===== src/rtl/serial_nibble_adder_if.sv =====
// Request/result bundle for serial_nibble_adder: operands and start from the
// requester, busy/done and registered result back from the adder.
interface serial_nibble_adder_if #(
  parameter int WIDTH = 16
);
  logic             start;
  logic [WIDTH-1:0] a;
  logic [WIDTH-1:0] b;
  logic             c_in;
  logic             busy;
  logic             done;
  logic [WIDTH-1:0] sum;
  logic             c_out;
  logic             ovf;

  modport master (
    output start, a, b, c_in,
    input  busy, done, sum, c_out, ovf
  );

  modport slave (
    input  start, a, b, c_in,
    output busy, done, sum, c_out, ovf
  );
endinterface


===== src/rtl/serial_nibble_adder.sv =====
// Serial adder doing one 4-bit add per clock; WIDTH/4 RUN cycles per operation.
// Define SERIAL_ADD_OVF_EN to build the two's-complement overflow flag.
module serial_nibble_adder #(
  parameter int WIDTH = 16
) (
  input  logic                 clk,
  input  logic                 rst,
  serial_nibble_adder_if.slave bus
);
  localparam int NIBBLES = WIDTH / 4;
  localparam int IDX_W   = (NIBBLES > 1) ? $clog2(NIBBLES) : 1;
  localparam logic [IDX_W-1:0] LAST_IDX = IDX_W'(NIBBLES - 1);

  if ((WIDTH % 4) != 0 || WIDTH < 8) begin : g_bad_width
    $error("serial_nibble_adder: WIDTH must be a multiple of 4 and at least 8");
  end

  typedef enum logic [1:0] {IDLE, RUN, DONE} state_t;

  state_t               state_q, state_d;
  logic [WIDTH-1:0]     a_q, a_d;
  logic [WIDTH-1:0]     b_q, b_d;
  logic [WIDTH-1:0]     acc_q, acc_d;
  logic [WIDTH-1:0]     sum_q, sum_d;
  logic [IDX_W-1:0]     idx_q, idx_d;
  logic                 carry_q, carry_d;
  logic                 c_out_q, c_out_d;

  logic [NIBBLES-1:0][3:0] a_nib;
  logic [NIBBLES-1:0][3:0] b_nib;
  logic [WIDTH-1:0]        acc_upd;
  logic [4:0]              nib_sum;
  logic                    last_step;

  // acc_upd is the accumulator with the current nibble replaced by this step's result
  for (genvar gi = 0; gi < NIBBLES; gi++) begin : g_nib
    assign a_nib[gi]            = a_q[4*gi +: 4];
    assign b_nib[gi]            = b_q[4*gi +: 4];
    assign acc_upd[4*gi +: 4]   = (idx_q == IDX_W'(gi)) ? nib_sum[3:0] : acc_q[4*gi +: 4];
  end

  assign nib_sum   = {1'b0, a_nib[idx_q]} + {1'b0, b_nib[idx_q]} + {4'b0000, carry_q};
  assign last_step = (state_q == RUN) && (idx_q == LAST_IDX);

  always_ff @(posedge clk) begin
    if (rst) begin
      state_q <= IDLE;
    end else begin
      state_q <= state_d;
    end
  end

  always_comb begin
    state_d = state_q;
    unique case (state_q)
      IDLE:    if (bus.start) state_d = RUN;
      RUN:     if (idx_q == LAST_IDX) state_d = DONE;
      DONE:    state_d = IDLE;
      default: state_d = IDLE;
    endcase
  end

  always_comb begin
    a_d     = a_q;
    b_d     = b_q;
    acc_d   = acc_q;
    sum_d   = sum_q;
    idx_d   = idx_q;
    carry_d = carry_q;
    c_out_d = c_out_q;
    if (state_q == IDLE && bus.start) begin
      a_d     = bus.a;
      b_d     = bus.b;
      carry_d = bus.c_in;
      idx_d   = '0;
    end else if (state_q == RUN) begin
      acc_d   = acc_upd;
      carry_d = nib_sum[4];
      idx_d   = idx_q + 1'b1;
      if (last_step) begin
        sum_d   = acc_upd;
        c_out_d = nib_sum[4];
      end
    end
  end

  always_ff @(posedge clk) begin
    if (rst) begin
      a_q     <= '0;
      b_q     <= '0;
      acc_q   <= '0;
      sum_q   <= '0;
      idx_q   <= '0;
      carry_q <= 1'b0;
      c_out_q <= 1'b0;
    end else begin
      a_q     <= a_d;
      b_q     <= b_d;
      acc_q   <= acc_d;
      sum_q   <= sum_d;
      idx_q   <= idx_d;
      carry_q <= carry_d;
      c_out_q <= c_out_d;
    end
  end

`ifdef SERIAL_ADD_OVF_EN
  logic ovf_q, ovf_d;

  // Same-signed operands giving a differently-signed result means overflow
  always_comb begin
    ovf_d = ovf_q;
    if (last_step) begin
      ovf_d = (a_q[WIDTH-1] == b_q[WIDTH-1]) && (acc_upd[WIDTH-1] != a_q[WIDTH-1]);
    end
  end

  always_ff @(posedge clk) begin
    if (rst) begin
      ovf_q <= 1'b0;
    end else begin
      ovf_q <= ovf_d;
    end
  end

  assign bus.ovf = ovf_q;
`else
  assign bus.ovf = 1'b0;
`endif

  always_comb begin
    bus.busy  = (state_q == RUN);
    bus.done  = (state_q == DONE);
    bus.sum   = sum_q;
    bus.c_out = c_out_q;
  end
endmodule

===== src/flat_wrapper.sv =====
// flat-port wrapper written by rule: the top's interface ports become plain ports
module serial_nibble_adder_flat 
#(
  parameter int WIDTH = 16
)
  (clk, rst, bus_start, bus_a, bus_b, bus_c_in, bus_busy, bus_done, bus_sum, bus_c_out, bus_ovf);
  serial_nibble_adder_if #(.WIDTH(WIDTH)) bus_i ();
  input  logic clk;
  input  logic rst;
  input wire logic [$bits(bus_i.start)-1:0] bus_start;
  input wire logic [$bits(bus_i.a)-1:0] bus_a;
  input wire logic [$bits(bus_i.b)-1:0] bus_b;
  input wire logic [$bits(bus_i.c_in)-1:0] bus_c_in;
  output wire logic [$bits(bus_i.busy)-1:0] bus_busy;
  output wire logic [$bits(bus_i.done)-1:0] bus_done;
  output wire logic [$bits(bus_i.sum)-1:0] bus_sum;
  output wire logic [$bits(bus_i.c_out)-1:0] bus_c_out;
  output wire logic [$bits(bus_i.ovf)-1:0] bus_ovf;
  assign bus_i.start = bus_start;
  assign bus_i.a = bus_a;
  assign bus_i.b = bus_b;
  assign bus_i.c_in = bus_c_in;
  assign bus_busy = bus_i.busy;
  assign bus_done = bus_i.done;
  assign bus_sum = bus_i.sum;
  assign bus_c_out = bus_i.c_out;
  assign bus_ovf = bus_i.ovf;
  serial_nibble_adder #(.WIDTH(WIDTH)) u_core (.clk(clk), .rst(rst), .bus(bus_i));
endmodule

===== config.mk =====
export PLATFORM = sky130hd
export DESIGN_NAME = serial_nibble_adder_flat
export DESIGN_NICKNAME = d
export VERILOG_FILES = /design/src/rtl/serial_nibble_adder_if.sv /design/src/rtl/serial_nibble_adder.sv /design/src/flat_wrapper.sv
export SDC_FILE = /design/constraint.sdc
export NUM_CORES = 1
export LEC_CHECK = 0
export CORE_MARGIN = 2
export CORE_UTILIZATION = 40
export CTS_CLUSTER_SIZE = 25
export DETAILED_ROUTE_END_ITERATION = 8
export PLACE_DENSITY_LB_ADDON = 0.08
export REMOVE_ABC_BUFFERS = 1
export SLEW_MARGIN = 20
export SYNTH_ARGS = -nofsm -noshare
export SYNTH_HDL_FRONTEND = slang
export SYNTH_SLANG_ARGS = --single-unit

===== constraint.sdc =====
create_clock -name clk -period 2.95 [get_ports clk]
set_clock_uncertainty 0.05 [all_clocks]
set_input_delay 0.59 -clock clk [delete_from_list [all_inputs] [get_ports clk]]
set_output_delay 0.59 -clock clk [all_outputs]
set_load 0.01 [all_outputs]

# Word level (Yosys, flattened, before mapping)
# Cells that the tools add are included.
# totals
regBits	70
in_bits	36
output_inout_bits	20
# op_classes
n_addsub	3
order_cmp	1
eq_ne	7
n_mux	13
bitwise_logic	1
reduce_logical	9
# op_table
operator	n
4-bit two-way mux	6
4-bit binary-select mux with 2-bit select	2
2-bit == test (second input constant)	3
4-bit by 4-bit adder with 5-bit output	1
5-bit by 1-bit adder with 5-bit output	1
2-bit by 1-bit == test with 1-bit output (second input constant)	2
2-bit logical NOT	2
2-bit two-way mux	2
2-bit one-hot mux with 2 select lines	1
2-bit AND reduction	2
2-bit by 3-bit less-than comparator with 1-bit output (second input constant)	1
3-bit AND reduction	1
2-bit by 1-bit adder with 2-bit output (second input constant)	1
1-bit logical AND	2
1-bit two-way mux	2
2-bit by 1-bit inequality test with 1-bit output (second input constant)	1
2-bit inequality test (second input constant)	1
2-bit nonzero test	1
2-bit OR reduction	1
1-bit inverter	1

# Depth between registers and ports, before layout
# depth
ltp_word	6
ltp_mapped	8
depth_no_buf	7

# Worst setup path after synthesis
# No wires, ideal clock.
# synth_path
kind	reg-to-reg
startpoint	reg u_core.idx_q[0]
endpoint	reg u_core.sum_q[10] (netlist: u_core.bus.sum[10])
setup_time_ns	0.132
t_arrival_ns	2.613
required_time_ns	2.768
setup_slack_ns	0.155
path_stages_with_launch	9
n_path_buf	1
period_less_slack_ns	2.795
path_cell_list	dfxtp_1 buf_2 mux4_2 fa_1 fa_1 xnor2_1 nand2_1 o211ai_2 a21oi_2
# synth_between
elab_chain_cells	5
elab_cells_between_ends	11
classes_between	add/sub: 2; eq/ne: 2; mux: 5; reduce/logical: 2
# synth_lines
element	line_no	source
start, declared	serial_nibble_adder.sv:25	logic [IDX_W-1:0] idx_q, idx_d;
start signal, assigned	serial_nibble_adder.sv:101	idx_q <= idx_d;
4-bit binary-select mux with 2-bit select	serial_nibble_adder.sv:42	assign nib_sum = {1'b0, a_nib[idx_q]} + {1'b0, b_nib[idx_q]} + {4'b0000, carry_q};
4-bit two-way mux (not written as such)	serial_nibble_adder.sv:42	
4-bit by 4-bit adder with 5-bit output	serial_nibble_adder.sv:42	
5-bit by 1-bit adder with 5-bit output	serial_nibble_adder.sv:42	
4-bit two-way mux	serial_nibble_adder.sv:39	assign acc_upd[4*gi +: 4] = (idx_q == IDX_W'(gi)) ? nib_sum[3:0] : acc_q[4*gi +: 4];
end signal, assigned	serial_nibble_adder.sv:100	sum_q <= sum_d;
end, declared	serial_nibble_adder.sv:24	logic [WIDTH-1:0] sum_q, sum_d;
# Parallel ways exist; a longest one is shown, timed or not. The select of a mux whose other input is x is not followed.
# A chain may end at the register's enable or synchronous reset.

# Worst setup path after layout
# layout_path
startpoint	reg u_core.idx_q[0]
endpoint	reg u_core.sum_q[7] (netlist: u_core.bus.sum[7])
# The elaborated chain is that of the path after synthesis.

==> results.yml <==
sta:
  setup_tns_ns: 0
  relSlewSlack_pct: 65.1
  hold_viol: 0
  period_needed_ns: 2.67
  whs_ns: 0.403
  setup_viol: 0
  slew_viol_final: 0
  achievable-frequency_mhz: 375
  worst_slack_ns: 0.283
  rsz0062_at_grt: "false"
  tightest_slew_ns: 0.524
  fin_crit_sh_pct: 90.4
yosys:
  ys_seq_area_share_pct: 44.5
  synth-seq-cells: 66
  postSynth.asyncResetShare_pct: 0
  yosys_warnings: 0
  netlist.area_leader.share_pct: 44.5
  synth_edf_count: 0
  synthCells: 328
  synthDistinctLibCells: 40
  postSynthAreaPerCell_um2: 9.04
  synth_ff_type: "dfxtp_1"
  synth_area_leaders: "dfxtp_1 (45%), nand2_1 (11%), a21oi_1 (8.4%)"
  syn_area_um2: 2970
  synth_top_area_cell: "dfxtp_1"
cells_and_area:
  fin_nets: 421
  antenna_cells: 0
  area_delta_synth_final_pct: 26.2
  final_layout_size_suffix_gt1_share_pct: 13.4
  stdcell_area_um2: 3740
  fin_cells: 480
worst_setup_path:
  critPathArrivalTime_ns: 2.87
  path_cells: "buf_4 > mux4_2 > ha_1 > a21o_1 > a21oi_2 > mux2_2 > a311oi_2"
  end_kind: "flip-flop"
  crit_path_top_delay_cell: "mux4_2"
  path_class: "flip-flop to flip-flop"
  path_max_fanout: 9
  crit_path_start_kind: "flip-flop"
  worstPathRequired_ns: 3.15
  critPathMaxStageDelay_ns: 0.56
detailed_routing:
  drtAntennaViolNets: 0
  vias: 2353
  first_iter_violations: 60
  first_pass_iters: 4
  viasPerCell: 4.90
  wirelength_um: 6110
  drc_errors: 0
  wl_per_cell_um: 12.7
floorplan:
  initial_core_util_pct: 41.1
  core_um2: 7210
  rows: 31
  die_w_um: 90.1
  die-area_um2: 8120
  die_h_um: 90.1
  io_pins: 56
job:
  maxCapViolCount: 0
cts:
  cts_hold_buf: 0
  cts_tree: "built"
  worst_setup_hold_path_clk_slew_ns: 0.07
  cts_max_level: 3
  cts_resized: 0
  clock_latency_ns: 0.33
  cts_buffers: 9
  cts_root_buffer: "clkbuf_8"
  clock_path_buffers: 2
  cts_sinks: 66
  cts_setup_buffers: 0
global_routing:
  grt_max_degree: 37
  grt_pass1_wl_um: 10400
  grt_pass1_vias: 2224
  antenna_found_initial: 0
  gr-total-overflow: 0
  grt_util_all_layers_pct: 15.9
status:
  status: "finished, final reports clean"
place:
  place_congestion: 0.811
  dp_slack_ns: 0.275
  port-buffer-count: 54
  dpl.cell_count: 464
  hpwl_um: 4160
  placed_cell_area_um2: 3550
hold_path:
  hold_path.class: "flip-flop to flip-flop"
pwr:
  p_leak_uw: 0.00133
  cellPowerDensity_nw_per_um2: 527
  peakVddDrop_mv: 0.228
-- power by group --
group          total [uW]  internal, uW  switching, uW
clock network         758           437            321
registers             947           927           20.1
logic                 269           129            140
-- stage by stage --
| step | utilization (%) | power [uW] |
|---|---|---|
| finish | 51.9 | 1970 |
| global placement | 49.2 | 1240 |
| detailed placement | 49.2 | 1240 |
| global route | 51.9 | 2070 |
| floorplan | - | 1110 |
| CTS | 51.9 | 2000 |
-- synthesized netlist by cell type, drive strengths merged, types with 3 or more instances --
cell,number
o211ai,3
buf,13
mux4,8
mux2i,6
nand3,6
a211oi,7
ha,7
nand2b,6
dfxtp,66
nor2,13
a21oi,54
nand3b,5
nand2,88
clkbuf,15
o31ai,4
a311oi,5
-- worst paths after layout --
path                                     to                         start  cells after the start  slack, ns
max          u_core.bus.sum[7]$_SDFFE_PP0P_  u_core.idx_q[0]$_SDFFE_PP0P_                      7       0.28
max reg2reg  u_core.bus.sum[7]$_SDFFE_PP0P_  u_core.idx_q[0]$_SDFFE_PP0P_                      7       0.28
min reg2reg    u_core.b_nib[2]$_SDFFE_PP0P_  u_core.b_nib[2]$_SDFFE_PP0P_                      2       0.40
min            u_core.b_nib[2]$_SDFFE_PP0P_  u_core.b_nib[2]$_SDFFE_PP0P_                      2       0.40
-- cell type report --
cell class / instances / area [um^2]
Timing Repair Buffer: 65 / 618
Sequential cell: 66 / 1320
Clock buffer: 14 / 163
Inverter: 2 / 7.51
Tap cell: 99 / 124
Fill cell: 723 / 3470
Multi-Input combinational cell: 232 / 1480
Clock inverter: 2 / 35.0
-- cells by family after synthesis --
logic type / after synthesis / synth area share, %
buffers and inverters: 30 / 5.69
other: 1 / 0.126
xor gates and xnor gates: 3 / 0.886
AOI/OAI and AO/OA: 78 / 17.3
muxes: 16 / 8.86
adders and majority gates: 9 / 4.30
DFF: 66 / 44.5
and+or+nand+nor: 125 / 18.3
-- state kept, by name, indices dropped and copies added (netlist names) --
| name | cells |
|---|---|
| u_core.a_nib | 16 |
| u_core.b_nib | 16 |
| u_core.bus.sum | 16 |
| u_core.acc_q | 12 |
| u_core.idx_q | 2 |
| u_core.state_q | 2 |
| u_core.bus.c_out | 1 |
| u_core.carry_q | 1 |
-- per-layer routing --
metal / part of all wire (%) / wire (um) / vias to the layer above / track usage [%]
met5: 0 / 0 / - / 0
met4: 1.9 / 119 / 0 / 7.31
met3: 3.5 / 215 / 9 / 3.02
met2: 46 / 2820 / 45 / 25.4
met1: 48 / 2950 / 1081 / 20.8
li1: - / - / 1218 / -
-- layout by cell type (no fill, tap or decap), types with 5 or more instances in the layout --
master | netlist | final
a21oi_1 | 50 | 50
buf_4 | 1 | 11
clkbuf_8 | 0 | 11
clkdlybuf4s50_1 | 0 | 53
dfxtp_1 | 66 | 66
ha_1 | 7 | 7
mux2i_1 | 6 | 6
mux4_2 | 8 | 8
nand2_1 | 88 | 88
nand2b_1 | 6 | 6
nand3_1 | 6 | 6
nand3b_1 | 5 | 5
nor2_1 | 11 | 11
-- worst max-delay path, delay by kind of cell (launching register included) --
family | cells | cell delay [ns]
mux | 2 | 0.93
flops | 1 | 0.45
buf+inv | 1 | 0.25
fa+ha+maj | 1 | 0.31
compound gates | 3 | 0.60
Power figures use the tool's default switching activity.
